`src/rtl/signal_shaper_pkg.sv`:
```
// signal_shaper_pkg: shared types and constants for the four-channel signal shaper.
package signal_shaper_pkg;

  localparam int unsigned N_CH = 4;

  typedef enum logic [1:0] {
    IDLE  = 2'd0,
    PULSE = 2'd1,
    DEAD  = 2'd2
  } ch_state_e;

  // Register offsets relative to BASE_ADDR
  localparam logic [7:0] OFF_ENABLE    = 8'd0;
  localparam logic [7:0] OFF_PULSE_LEN = 8'd1;
  localparam logic [7:0] OFF_DEAD_TIME = 8'd2;
  localparam logic [7:0] OFF_CLEAR     = 8'd3;
  localparam logic [7:0] OFF_LOSS      = 8'd4;
  localparam logic [7:0] N_LOSS_REGS   = 8'd8;

  // Register reset defaults
  localparam logic [3:0] ENABLE_RST    = 4'hF;
  localparam logic [7:0] PULSE_LEN_RST = 8'd2;
  localparam logic [7:0] DEAD_TIME_RST = 8'd4;

endpackage

```
`src/rtl/signal_shaper_ch.sv`:
```
// signal_shaper_ch: one channel -- synchroniser, rising-edge detect, IDLE/PULSE/DEAD
// shaping FSM with a down-counter, and an optional saturating lost-edge counter
// (built when SIGNAL_SHAPER_LOSS_CNT_EN is defined).
module signal_shaper_ch
  import signal_shaper_pkg::*;
#(
  parameter int unsigned W = 8
) (
  input  logic         clk,
  input  logic         res_n,
  input  logic         raw,
  input  logic         en,
  input  logic         clr,
  input  logic [W-1:0] pulse_len,
  input  logic [W-1:0] dead_time,
  output logic         pulse,
  output logic [15:0]  loss
);

  logic         sync1, sync2, sync3;
  logic         rise;
  ch_state_e    state_q, state_d;
  logic [W-1:0] cnt_q, cnt_d;
  logic         pulse_d;
  logic         reject;

  // Two-flop synchroniser followed by a history flop for edge detection
  always_ff @(posedge clk or negedge res_n) begin
    if (!res_n) begin
      sync1 <= 1'b0;
      sync2 <= 1'b0;
      sync3 <= 1'b0;
    end else begin
      sync1 <= raw;
      sync2 <= sync1;
      sync3 <= sync2;
    end
  end

  assign rise = sync2 & ~sync3;

  // State, down-counter and registered pulse output
  always_ff @(posedge clk or negedge res_n) begin
    if (!res_n) begin
      state_q <= IDLE;
      cnt_q   <= '0;
      pulse   <= 1'b0;
    end else begin
      state_q <= state_d;
      cnt_q   <= cnt_d;
      pulse   <= pulse_d;
    end
  end

  // Next-state: lengths are sampled only on state entry, so mid-state writes wait
  always_comb begin
    state_d = state_q;
    cnt_d   = cnt_q;
    if (!en) begin
      state_d = IDLE;
      cnt_d   = '0;
    end else begin
      unique case (state_q)
        IDLE: begin
          if (rise) begin
            state_d = PULSE;
            cnt_d   = (pulse_len == '0) ? W'(1) : pulse_len;
          end
        end
        PULSE: begin
          if (cnt_q <= W'(1)) begin
            if (dead_time == '0) begin
              state_d = IDLE;
              cnt_d   = '0;
            end else begin
              state_d = DEAD;
              cnt_d   = dead_time;
            end
          end else begin
            cnt_d = cnt_q - W'(1);
          end
        end
        DEAD: begin
          if (cnt_q <= W'(1)) begin
            state_d = IDLE;
            cnt_d   = '0;
          end else begin
            cnt_d = cnt_q - W'(1);
          end
        end
        default: begin
          state_d = IDLE;
          cnt_d   = '0;
        end
      endcase
    end
  end

  // Outputs: pulse follows PULSE one cycle later; busy-state edges are losses
  always_comb begin
    pulse_d = (state_q == PULSE) && en;
    reject  = rise && en && (state_q != IDLE);
  end

`ifdef SIGNAL_SHAPER_LOSS_CNT_EN
  // Saturating lost-edge counter; a clear in the same cycle as a loss wins
  always_ff @(posedge clk or negedge res_n) begin
    if (!res_n) begin
      loss <= '0;
    end else if (clr) begin
      loss <= '0;
    end else if (reject && (loss != 16'hFFFF)) begin
      loss <= loss + 16'd1;
    end
  end
`else
  assign loss = '0;
  logic unused_loss_inputs;
  assign unused_loss_inputs = &{1'b0, clr, reject};
`endif

endmodule

```
`src/rtl/signal_shaper.sv`:
```
// signal_shaper: four-channel input conditioner ahead of the pulse counter.
// Holds the register decode and read mux; per-channel shaping is in signal_shaper_ch.
// Define SIGNAL_SHAPER_LOSS_CNT_EN to build the lost-edge counters and clear register.
module signal_shaper
  import signal_shaper_pkg::*;
#(
  parameter int unsigned DATA_WIDTH = 8,
  parameter logic [7:0]  BASE_ADDR  = 8'h40
) (
  input  logic                  clk,
  input  logic                  res_n,
  input  logic [7:0]            addr,
  input  logic [DATA_WIDTH-1:0] data_in,
  input  logic                  we,
  output logic [DATA_WIDTH-1:0] data_out,
  input  logic [N_CH-1:0]       raw_in,
  output logic [N_CH-1:0]       pulse_out
);

  logic [N_CH-1:0]       enable;
  logic [DATA_WIDTH-1:0] pulse_len;
  logic [DATA_WIDTH-1:0] dead_time;
  logic [N_CH-1:0]       clr;
  logic [15:0]           loss [N_CH];
  logic [7:0]            off;
  logic [2:0]            lsel;
  logic                  rd_hit;
  logic [DATA_WIDTH-1:0] rd_data;

  assign off = addr - BASE_ADDR;

  // Configuration registers; loss and clear offsets are not stored here
  always_ff @(posedge clk or negedge res_n) begin
    if (!res_n) begin
      enable    <= ENABLE_RST;
      pulse_len <= DATA_WIDTH'(PULSE_LEN_RST);
      dead_time <= DATA_WIDTH'(DEAD_TIME_RST);
    end else if (we) begin
      case (off)
        OFF_ENABLE:    enable    <= data_in[N_CH-1:0];
        OFF_PULSE_LEN: pulse_len <= data_in;
        OFF_DEAD_TIME: dead_time <= data_in;
        default: ;
      endcase
    end
  end

  // Clear strobes act on the same edge as the write
  always_comb begin
    clr = '0;
    if (we && (off == OFF_CLEAR)) clr = data_in[N_CH-1:0];
  end

  // Read mux: loss registers are low byte then high byte, channel 0 first
  always_comb begin
    rd_hit  = 1'b1;
    rd_data = '0;
    lsel    = 3'(off - OFF_LOSS);
    if (off == OFF_ENABLE) begin
      rd_data = DATA_WIDTH'(enable);
    end else if (off == OFF_PULSE_LEN) begin
      rd_data = pulse_len;
    end else if (off == OFF_DEAD_TIME) begin
      rd_data = dead_time;
    end else if (off == OFF_CLEAR) begin
      rd_data = '0;
    end else if ((off >= OFF_LOSS) && (off < OFF_LOSS + N_LOSS_REGS)) begin
      rd_data = lsel[0] ? DATA_WIDTH'(loss[lsel[2:1]][15:8])
                        : DATA_WIDTH'(loss[lsel[2:1]][7:0]);
    end else begin
      rd_hit = 1'b0;
    end
  end

  // Registered read data; unmapped addresses hold the previous value
  always_ff @(posedge clk or negedge res_n) begin
    if (!res_n) begin
      data_out <= '0;
    end else if (rd_hit) begin
      data_out <= rd_data;
    end
  end

  for (genvar i = 0; i < N_CH; i++) begin : g_ch
    signal_shaper_ch #(
      .W (DATA_WIDTH)
    ) u_ch (
      .clk       (clk),
      .res_n     (res_n),
      .raw       (raw_in[i]),
      .en        (enable[i]),
      .clr       (clr[i]),
      .pulse_len (pulse_len),
      .dead_time (dead_time),
      .pulse     (pulse_out[i]),
      .loss      (loss[i])
    );
  end

endmodule

```
`config.mk`:
```
export PLATFORM = sky130hd
export DESIGN_NAME = signal_shaper
export DESIGN_NICKNAME = d
export VERILOG_FILES = /design/src/rtl/signal_shaper_pkg.sv /design/src/rtl/signal_shaper_ch.sv /design/src/rtl/signal_shaper.sv
export SDC_FILE = /design/constraint.sdc
export NUM_CORES = 1
export LEC_CHECK = 0
export CORE_ASPECT_RATIO = 1.75
export CORE_MARGIN = 2
export CORE_UTILIZATION = 25
export CTS_CLUSTER_DIAMETER = 30
export DETAILED_ROUTE_END_ITERATION = 8
export MAX_ROUTING_LAYER = met4
export SETUP_SLACK_MARGIN = 0.05
export SYNTH_ARGS = -nofsm -noshare
export SYNTH_HDL_FRONTEND = slang
export SYNTH_SLANG_ARGS = --single-unit
```
`constraint.sdc`:
```
create_clock -name clk -period 5.8 [get_ports clk]
set_clock_uncertainty 0.2 [all_clocks]
set_input_delay 1.16 -clock clk [delete_from_list [all_inputs] [get_ports clk]]
set_output_delay 1.16 -clock clk [all_outputs]
set_load 0.05 [all_outputs]
```
* Yosys cells after proc, flatten, opt, wreduce, memory -nomap -nowiden *
Cells that the tools add are included.

word-level totals
  register bits = 84
  output and inout bits = 12

cells by class
  bitwise logic cells = 9
  equality and inequality tests = 23
  mux-type cells = 57
  order comparisons = 7
  reductions and logical operators = 19
  add/sub/neg operators = 6

operators by type and width
  operator                                                                             count
  8-bit two-way mux                                                                    24
  8-bit case mux with 3 select lines                                                   4
  3-bit by 2-bit inequality test with 1-bit output, second input constant              12
  2-bit two-way mux                                                                    17
  16-bit binary-select mux with 2-bit select                                           1
  8-bit by 1-bit <= comparator with 1-bit output, second input constant                4
  16-bit two-way mux                                                                   2
  8-bit by 1-bit subtractor with 8-bit output, second input constant                   4
  8-bit logical NOT                                                                    3
  2-bit case mux with 3 select lines                                                   4
  8-bit by 2-bit == test with 1-bit output, second input constant                      2
  3-bit AND reduction                                                                  4
  2-bit by 1-bit == test with 1-bit output, second input constant                      4
  2-bit == test, second input constant                                                 4
  8-bit by 1-bit == test with 1-bit output, second input constant                      1
  8-bit by 3-bit greater-or-equal comparator with 1-bit output, second input constant  1
  2-bit logical NOT                                                                    4
  8-bit by 4-bit less-than comparator with 1-bit output, second input constant         1
  8-bit by 7-bit subtractor with 8-bit output, second input constant                   1
  2-bit AND reduction                                                                  3
  1-bit logical AND                                                                    5
  1-bit two-way mux                                                                    5
  1-bit bitwise AND                                                                    4
  1-bit inverter                                                                       4
  other kinds (3)                                                                      3

* Depth between registers and ports, before layout *
Gate-level depths: netlist (run 1).

  word-level depth = 12
  mapped depth = 8
  mapped depth without buffers = 7

* Cells and area by module *
From an unflattened synthesis (run 1), not the netlist that was laid out.

unflattened totals
  cells, all modules = 633
  area total of the unflattened synthesis = 6192.2 um^2

by module, submodules not included
  module                                cells an instance  area an instance (um^2)  instances
  signal_shaper_ch at g_ch[1].u_ch ...  127                1097.3                   3
  signal_shaper                         129                1786.7                   1
  signal_shaper_ch at g_ch[0].u_ch      123                1113.6                   1

* Worst setup path before layout (run 1) *
OpenSTA, ideal clock, no wires.

  kind = input port to flip-flop
  start point = input port addr[5]
  end point = register enable[0]
  stages on the path = 5
  buffers on the path = 1
  arrival = 2866 ps
  slack = 2651 ps
  cell sequence = or4b_4 > or4_4 > buf_6 > nor3b_4 > mux2_4

on the way
  longest elaborated chain between the ends = 3

RTL lines
  item                                         line                 text
  start: declaration                           signal_shaper.sv:12  input logic [7:0] addr,
  8-bit by 7-bit subtractor with 8-bit output  signal_shaper.sv:30  assign off = addr - BASE_ADDR;
  8-bit logical NOT                            signal_shaper.sv:39  case (off)
  2-bit AND reduction (no line)                --
  end signal: assignment                       signal_shaper.sv:40  OFF_ENABLE: enable <= data_in[N_CH-1:0];
  end: declaration                             signal_shaper.sv:20  logic [N_CH-1:0] enable;

Every way passes these cells.
A chain may end at the register's enable or synchronous reset.

* Final worst setup path (run 1) *
  start point = input port addr[5]
  end point = register enable[1]

The elaborated chain is that of the path after synthesis.

==> flow_metrics.env, run 1 <==
export IMPL_antennaDiodeCount=0
export IMPL_stdcell_count=799
export IMPL_netlist_cell_type_count=73
export IMPL_ir_drop_v=0.0002855
export IMPL_drive_gt1_frac=0.1101
export IMPL_routed_top_layer="met4"
export IMPL_drc=0
export IMPL_synthesis_area_mm2=0.005017
export IMPL_fmax_ghz=0.3083
export IMPL_cts_buffers=9
export IMPL_holdBufCountCts=0
export IMPL_syn_nets=560
export IMPL_gp_congestion=0.9093
export IMPL_syn_inst=529
export IMPL_num_io_pins=35
export IMPL_timing_final_crit_share=0.5593
export IMPL_syn_mean_instance_area_um2=9.485
export IMPL_total_leakage_power_nw=2.531
export IMPL_synth_xor_xnor_area_share=0.01920
export IMPL_cts_path_max_buffers=2
export IMPL_wl_per_cell_um=18.33
export IMPL_critPathKind="input pin to flop"
export IMPL_synth_mux_area_frac=0.08778
export IMPL_cp_max_fo=6
export IMPL_hold_class="flop to flop"
export IMPL_detail_route_first_pass_iterations=5
export IMPL_synth_edf_count=0
export IMPL_power_density_mw_per_mm2=377.6
export IMPL_antenna_left=0
export IMPL_die_area_mm2=0.02126
export IMPL_cts_resized=0
export IMPL_met3_length_um=451
export IMPL_worstMarginPinSlew_ns=0.8506
export IMPL_synth_top_family_by_area="simple AND/OR/NAND/NOR gates"
export IMPL_ys_seq_area_frac=0.4204
export IMPL_required_ns=5.88
export IMPL_port_buffers=34
export IMPL_dp_hpwl_um=10820
export IMPL_synth_compound_area_share=0.1988
export IMPL_cts_clk_slew_worst_paths_ns=0.07
export IMPL_tritoncts="built"
export IMPL_crit_path_end_kind="flop"
export IMPL_htreeDepth=3
export IMPL_ys_seq_elements=84
export IMPL_grt_ovfl_total=0
export IMPL_hold_viol_final=0
export IMPL_root_buffer="clkbuf_16"
export IMPL_nets=580
export IMPL_vias=4204
export IMPL_insertion_delay_ns=0.35
export IMPL_drt_wl_total_um=14640
export IMPL_grt_pass1_wl_um=23430
export IMPL_core_mm2=0.01974
export IMPL_rsz0062_at_grt="no"
export IMPL_yosysTopAreaCellShare=0.3890
export IMPL_via_per_inst=5.262
export IMPL_synth_top_area_cell="dfrtp_1"
export IMPL_syn_to_final_growth_pct=16.66
export IMPL_finalMaxSlewViolations=0
export IMPL_drtIter0Drc=196
export IMPL_whs_ns=0.1493
export IMPL_ys_warn_count=0
export IMPL_synth_adder_area_share=0.01995
export IMPL_final_min_clock_period_ns=3.244
export IMPL_layout_common_cells="dfrtp_1 (78), nand2_1 (50), nor2_1 (41)"
export IMPL_grt_pass1_vias=4220
export IMPL_nFillCells=2115
export IMPL_met2_length_um=8175
export IMPL_drt_met1_wl_um=5489
export IMPL_rows=68
export IMPL_grt_max_degree=52
export IMPL_critPathLaunchType="input pin"
export IMPL_critical_path_arrival_ns=3.33
export IMPL_final_common_cell="dfrtp_1"
export IMPL_max_slew_margin=0.4318
export IMPL_antenna_found_initial=0
export IMPL_cts_setup_buffers=0
export IMPL_clock_sinks=84
export IMPL_synth_ff_type="dfrtp_1"
export IMPL_total_power_w=0.002210
export IMPL_synthSimpleGateAreaFrac=0.2080
export IMPL_die_h_um=191.4
export IMPL_async_flop_share=1.000
export IMPL_finalSetupTns_ns=0
export IMPL_regArea_mm2=0.002110
export IMPL_initial_core_util=0.2542
export IMPL_multi_input_area_mm2=0.002678
export IMPL_fin_util=0.2965
export IMPL_drv_cap=0
export IMPL_dieWidth_um=111.1
export IMPL_place_inst=783
export IMPL_netlist_top_cells_area="dfrtp_1 (39%), mux2i_1 (4.0%), nand2_1 (3.7%)"
export IMPL_grt_total_usage=0.1445
export IMPL_run_status="finished, final reports clean"
export IMPL_setup_violations_final=0
==> registers in the layout, indices dropped and copies added, names as in the netlist <==
register,flops
g_ch.u_ch.cnt_q,32
data_out,8
dead_time,8
g_ch.u_ch.state_q,8
pulse_len,8
enable,4
g_ch.u_ch.pulse,4
g_ch.u_ch.sync1,4
g_ch.u_ch.sync2,4
g_ch.u_ch.sync3,4
==> synthesized netlist by cell type (4+ instances only) <==
cell      number
o221ai_1       8
nor3_1        21
buf_4          4
or2_2          6
o21ai_0       20
nor2_1        41
a221o_1       10
nor4_1         9
or3_1          5
clkbuf_1      20
nand3_1       15
a21oi_1       26
nor2b_1       16
o22ai_1       10
mux2_4        10
dfstp_2        6
nand2b_1      10
ha_1           8
nand2_1       50
a211oi_1       7
a222oi_1       4
dfrtp_1       78
mux2i_1       20
o211ai_1       6
inv_1         26
mux2_2         8
a31oi_1        7
o31ai_1        4
xor2_1         7
xnor2_1        4
==> layout make-up <==
cell class	instances	area share
clock buffer	9	0.03848
clock inverter	7	0.01432
inverter	26	0.01667
multi-input combinational	392	0.4575
sequential	84	0.3604
tap	245	0.05237
timing repair buffer	36	0.06028
==> stage by stage <==
stage                     worst slack [ns]  cell area [µm²]
after CTS                            2.552             5853
after detailed placement             2.192             5544
after floorplan                      2.651             5017
after global placement               2.196             5544
final                                2.556             5853
after global routing                 2.514             5853
==> worst max-delay path: stages <==
cell             delay [ns]
clkdlybuf4s50_1        0.40
or4b_4                 0.54
or4_4                  0.52
nor3b_4                0.37
mux2_4                 0.33
==> power by group <==
part,leakage [nW],internal (W),switching [W],total (W)
Clock,0.148,0.000341,0.000262,0.000603
Combinational,1.29,0.000310,0.000487,0.000797
Sequential,1.09,0.000667,0.000143,0.000810
Total,2.53,0.00132,0.000893,0.00221
==> final timing paths <==
path / from / endpoint / slack, ns / cells after the start
max: addr[5] / enable[1] / 2.56 / 5
min: g_ch[3].u_ch.sync1 / g_ch[3].u_ch.sync2 / 0.15 / 0
max reg2reg: g_ch[2].u_ch.cnt_q[4] / g_ch[2].u_ch.cnt_q[0] / 3.09 / 5
min reg2reg: g_ch[3].u_ch.sync1 / g_ch[3].u_ch.sync2 / 0.15 / 0
max in group asynchronous: res_n / dead_time[2] / 3.79 / 2
min in group asynchronous: res_n / g_ch[0].u_ch.sync2 / 0.65 / 1
==> cells by family (layout without fill, tap and decap cells) <==
logic type / after synthesis / after routing
multiplexers: 38 / 38
XOR/XNOR: 11 / 11
AO/OA/AOI/OAI: 138 / 138
buffers and inverters: 53 / 78
AND/OR/NAND/NOR: 197 / 197
adder cells (fa/ha/maj): 8 / 8
flip-flops: 84 / 84
==> metal layers <==
| metal | vias to the layer above | track usage |
|---|---|---|
| met1 | 2085 | 0.1476 |
| met5 | - | - |
| met4 | 0 | 0.07217 |
| li1 | 1988 | - |
| met3 | 36 | 0.01839 |
| met2 | 95 | 0.2704 |
No activity file was read; power rests on OpenSTA's default activity.
==> run 2, diff against run 1 <==
clock period = 3.3 ns   (was 5.8 ns; I/O delays follow)
==> run 2 against run 1 <==
  * Cell area is 0.56% higher
  * Total power is 72% higher
  * Clock power is 61% higher
  * Register-to-register slack worse by 2.3 ns
  * Via count is 2.2% higher
  * Core utilization is 0.16 points higher
  * Critical path depth stayed put
  * First-iteration DRC count is 65% higher
  * Combinational power is 77% higher
  * Setup slack worse by 2.0 ns
  * Critical endpoint unchanged
  * Largest power group unchanged
==> flow_metrics.env, run 2 (same netlist as run 1, synthesis figures left out) <==
export IMPL_cts_buffers=9
export IMPL_root_buffer="clkbuf_16"
export IMPL_max_slew_margin=0.4614
export IMPL_cts_clk_slew_worst_paths_ns=0.07
export IMPL_via_per_inst=5.335
export IMPL_antennaDiodeCount=0
export IMPL_rsz0062_at_grt="no"
export IMPL_ir_drop_v=0.0003777
export IMPL_post_route_cell_area_mm2=0.005886
export IMPL_reg2reg_depth=7
export IMPL_drive_gt1_frac=0.1196
export IMPL_worstMarginPinSlew_ns=0.8005
export IMPL_setup_violations_final=0
export IMPL_initial_core_util=0.2542
export IMPL_insertion_delay_ns=0.34
export IMPL_wl_per_cell_um=18.22
export IMPL_grt_pass1_wl_um=23620
export IMPL_regMostFlops="g_ch.u_ch.cnt_q"
export IMPL_clock_sinks=84
export IMPL_use_met1=0.1423
export IMPL_fmax_ghz=0.3583
export IMPL_total_leakage_power_nw=2.550
export IMPL_drc=0
export IMPL_holdBufCountCts=0
export IMPL_detail_route_first_pass_iterations=5
export IMPL_finalMaxSlewViolations=0
export IMPL_slowest_stage="or4b_4"
export IMPL_critPathTopFamily="simple AND/OR/NAND/NOR gates"
export IMPL_r2r_start="g_ch[1].u_ch.cnt_q[0]"
export IMPL_port_buffers=34
export IMPL_grt_pass1_vias=4417
export IMPL_drtIter0Drc=323
export IMPL_r2r_end="g_ch[1].u_ch.cnt_q[6]"
export IMPL_crit_path_end_kind="flop"
export IMPL_nets=586
export IMPL_nFillCells=2082
export IMPL_die_h_um=191.4
export IMPL_top_usage_layer="met2"
export IMPL_cp_max_fo=6
export IMPL_whs_ns=0.06379
export IMPL_gp_congestion=0.8979
export IMPL_gr_usage_met2=0.2735
export IMPL_drt_wl_total_um=14670
export IMPL_path_cells="clkdlybuf4s50_1 -> or4b_4 -> or4_4 -> nor3b_4 -> mux2_4"
export IMPL_cts_resized=0
export IMPL_run_status="finished, final reports clean"
export IMPL_timing_final_crit_share=0.8457
export IMPL_dieWidth_um=111.1
export IMPL_critPathKind="input pin to flop"
export IMPL_cpPeakStageDelay_ns=0.55
export IMPL_final_common_cell="dfrtp_1"
export IMPL_use_met3=0.01934
export IMPL_htreeDepth=3
export IMPL_total_power_w=0.003807
export IMPL_hold_class="input pin to asynchronous set/reset pin"
export IMPL_hold_viol_final=0
export IMPL_layout_common_cells="dfrtp_1 (78), nand2_1 (50), nor2_1 (41)"
export IMPL_largest_register_ffs=32
export IMPL_cp_num_buf_inv=1
export IMPL_final_min_clock_period_ns=2.791
export IMPL_cp_depth=5
export IMPL_critical_path_arrival_ns=2.86
export IMPL_rows=68
export IMPL_num_io_pins=35
export IMPL_grt_max_degree=51
export IMPL_regToRegSetupSlack_ns=0.84
export IMPL_power_density_mw_per_mm2=646.9
export IMPL_antenna_left=0
export IMPL_grt_total_usage=0.1435
export IMPL_tritoncts="built"
export IMPL_cts_path_max_buffers=2
export IMPL_required_ns=3.37
export IMPL_syn_to_final_growth_pct=17.31
export IMPL_drv_cap=0
export IMPL_vias=4295
export IMPL_critPathLaunchType="input pin"
export IMPL_die_area_mm2=0.02126
export IMPL_core_mm2=0.01974
export IMPL_fin_util=0.2982
export IMPL_dp_hpwl_um=10830
export IMPL_antenna_found_initial=0
export IMPL_finalSetupTns_ns=0
export IMPL_cts_setup_buffers=0
export IMPL_grt_ovfl_total=0
export IMPL_placed_cell_area_mm2=0.005602
run 2: how the worst max path moves through the flow:
| stage | from | endpoint | slack [ns] |
|---|---|---|---|
| finish | addr[5] | enable[1] | 0.51 |
| global route | addr[5] | enable[1] | 0.45 |
| floorplan | addr[5] | enable[0] | 0.65 |
| CTS | addr[5] | enable[1] | 0.53 |
| detailed placement | addr[5] | enable[1] | 0.16 |
| global placement | addr[5] | enable[1] | 0.19 |
run 2: final cells by class:
class	count	area [µm²]	area share
clock buffer	9	225.2	0.03827
clock inverter	7	58.81	0.009992
inverter	26	97.59	0.01658
multi-input combinational	392	2678	0.4549
sequential	84	2110	0.3584
tap	245	306.5	0.05208
timing repair buffer	42	410.4	0.06973
run 2: worst register-to-register path, stage by stage (launching register included):
cell and delay, ns:
dfrtp_1 0.45, inv_1 0.09, ha_1 0.27, or3b_2 0.52, nor3_1 0.21, xnor2_1 0.18, o22ai_1 0.12, a221o_1 0.32
run 2: layer usage:
metal | vias up | share of wire
li1 | 2029 | -
met1 | 2125 | 0.37
met2 | 107 | 0.57
met3 | 34 | 0.026
met4 | 0 | 0.040
met5 | - | 0
run 2: report_power, final:
| part | leakage (nW) | total [W] | internal [W] | switching, W |
|---|---|---|---|---|
| clock network | 0.133 | 0.000971 | 0.000520 | 0.000452 |
| registers | 1.09 | 0.00142 | 0.00117 | 0.000250 |
| logic | 1.32 | 0.00141 | 0.000571 | 0.000843 |
| total | 2.55 | 0.00381 | 0.00226 | 0.00154 |
run 2: per-stage QoR:
stage          std cells  setup slack, ns
2_1_floorplan        529           0.6514
3_3_place_gp         789           0.1948
3_5_place_dp         789           0.1630
4_1_cts              805           0.5260
5_1_grt              805           0.4525
6_report             805           0.5093
==> run 3, diff against run 2 <==
clock period = 2.88 ns   (was 3.3 ns; I/O delays follow)
==> run 3 against run 2 <==
  * Via count fell by 0.54%
  * Sequential power rose by 13%
  * Cell area rose by 1.2%
  * Count of clock-buffer cells in the layout rose by 2
==> flow_metrics.env, run 3 (same netlist as run 1, synthesis figures left out) <==
export IMPL_critPathTopFamily="simple AND/OR/NAND/NOR gates"
export IMPL_layout_common_cells="dfrtp_1 (78), nand2_1 (50), nor2_1 (41)"
export IMPL_port_buffers=34
export IMPL_initial_core_util=0.2542
export IMPL_ir_drop_v=0.0004294
export IMPL_cts_resized=0
export IMPL_fmax_ghz=0.3856
export IMPL_cts_clk_slew_worst_paths_ns=0.07
export IMPL_clockPowerShare=0.258
export IMPL_vias=4272
export IMPL_final_common_cell="dfrtp_1"
export IMPL_die_area_mm2=0.02126
export IMPL_root_buffer="clkbuf_16"
export IMPL_timing_final_crit_share=0.9004
export IMPL_antennaDiodeCount=0
export IMPL_antenna_left=0
export IMPL_insertion_delay_ns=0.34
export IMPL_netSwitchingPower_w=0.001772
export IMPL_drive_gt1_frac=0.1320
export IMPL_worstMarginPinSlew_ns=0.7535
export IMPL_via_per_inst=5.255
export IMPL_dieWidth_um=111.1
export IMPL_setup_violations_final=0
export IMPL_htreeDepth=3
export IMPL_hold_viol_final=0
export IMPL_max_slew_margin=0.4938
export IMPL_rsz0062_at_grt="no"
export IMPL_critical_path_arrival_ns=2.67
export IMPL_internal_power_w=0.002665
export IMPL_drtIter0Drc=240
export IMPL_required_ns=2.96
export IMPL_regMostFlops="g_ch.u_ch.cnt_q"
export IMPL_cpPeakStageDelay_ns=0.54
export IMPL_largest_register_ffs=32
export IMPL_drv_cap=0
export IMPL_p_comb_frac=0.380
export IMPL_fin_util=0.3018
export IMPL_final_min_clock_period_ns=2.593
export IMPL_antenna_found_initial=0
export IMPL_num_io_pins=35
export IMPL_hold_class="input pin to asynchronous set/reset pin"
export IMPL_nets=594
export IMPL_cp_num_buf_inv=1
export IMPL_cts_buffers=9
export IMPL_critPathLaunchType="input pin"
export IMPL_grt_max_degree=46
export IMPL_cp_depth=5
export IMPL_clock_sinks=84
export IMPL_rows=68
export IMPL_cts_path_max_buffers=2
export IMPL_critPathKind="input pin to flop"
export IMPL_grt_pass1_vias=4341
export IMPL_post_route_cell_area_mm2=0.005957
export IMPL_run_status="finished, final reports clean"
export IMPL_post_place_ws_ns=-0.07006
export IMPL_grt_ovfl_total=0
export IMPL_wl_per_cell_um=18.05
export IMPL_gp_congestion=0.8737
export IMPL_die_h_um=191.4
export IMPL_placed_cell_area_mm2=0.005662
export IMPL_power_density_mw_per_mm2=744.8
export IMPL_holdBufCountCts=0
export IMPL_slowest_stage="or4b_4"
export IMPL_reg2reg_depth=7
export IMPL_crit_path_end_kind="flop"
export IMPL_cp_max_fo=3
export IMPL_drt_wl_total_um=14670
export IMPL_p_sw_frac=0.3993
export IMPL_grt_total_usage=0.1465
export IMPL_tritoncts="built"
export IMPL_detail_route_first_pass_iterations=4
export IMPL_cts_setup_buffers=0
export IMPL_total_leakage_power_nw=2.598
export IMPL_finalMaxSlewViolations=0
export IMPL_syn_to_final_growth_pct=18.73
export IMPL_drc=0
export IMPL_core_mm2=0.01974
export IMPL_power_share_sequential=0.361
export IMPL_layout_setup_ws_ns=0.2869
export IMPL_grt_pass1_wl_um=23760
export IMPL_path_cells="clkdlybuf4s50_1 -> or4b_4 -> or4_4 -> nor3b_4 -> mux2_4"
export IMPL_dp_hpwl_um=10950
[run 3: cell types whose count changed in the layout (fill, tap and decap cells not counted)]
cell / previous run / this run
buf_4: 8 / 16
clkbuf_8: 0 / 2
clkinv_4: 3 / 1
clkinvlp_4: 2 / 1
inv_6: 2 / 3
[run 3: final timing paths]
| kind | start | end | slack, ns |
|---|---|---|---|
| max | addr[5] | enable[0] | 0.29 |
| min | res_n | g_ch[0].u_ch.sync1 | 0.03 |
| max reg2reg | g_ch[1].u_ch.cnt_q[0] | g_ch[1].u_ch.cnt_q[6] | 0.41 |
| min reg2reg | g_ch[3].u_ch.sync1 | g_ch[3].u_ch.sync2 | 0.15 |
| max in group asynchronous | res_n | enable[2] | 1.75 |
| min in group clk | g_ch[3].u_ch.sync1 | g_ch[3].u_ch.sync2 | 0.15 |
[run 3: area by class of cell]
cell class / instances / area (µm²)
Fill cell: 2105 / 13780
Sequential cell: 84 / 2110
Timing Repair Buffer: 50 / 470.5
Tap cell: 245 / 306.5
Inverter: 26 / 97.59
Clock inverter: 5 / 42.54
Clock buffer: 11 / 252.7
Multi-Input combinational cell: 392 / 2678
[run 3: routing by layer]
layer,track usage,up-vias,part of all wire
met3,0.01237,37,0.018
li1,-,2036,-
met5,-,-,0
met1,0.1534,2128,0.38
met2,0.2711,71,0.56
met4,0.07977,0,0.048
[run 3: power by group through the flow]
stage                     Sequential, W  Combinational [W]  Clock (W)
after global routing            0.00163            0.00189    0.00122
final                           0.00160            0.00169    0.00115
after floorplan                 0.00150            0.00129          0
after global placement          0.00162            0.00166          0
after detailed placement        0.00162            0.00168          0
after CTS                       0.00160            0.00169    0.00117
[run 3: stage by stage]
step | hold slack, ns | std cells | setup TNS [ns] | power (W)
2_1_floorplan | 0.08041 | 529 | 0 | 0.002794
3_3_place_gp | 0.1362 | 797 | -0.3194 | 0.003279
3_5_place_dp | 0.1393 | 797 | -0.4783 | 0.003299
4_1_cts | 0.05117 | 813 | 0 | 0.004458
5_1_grt | 0.07865 | 813 | 0 | 0.004745
6_report | 0.02658 | 813 | 0 | 0.004437
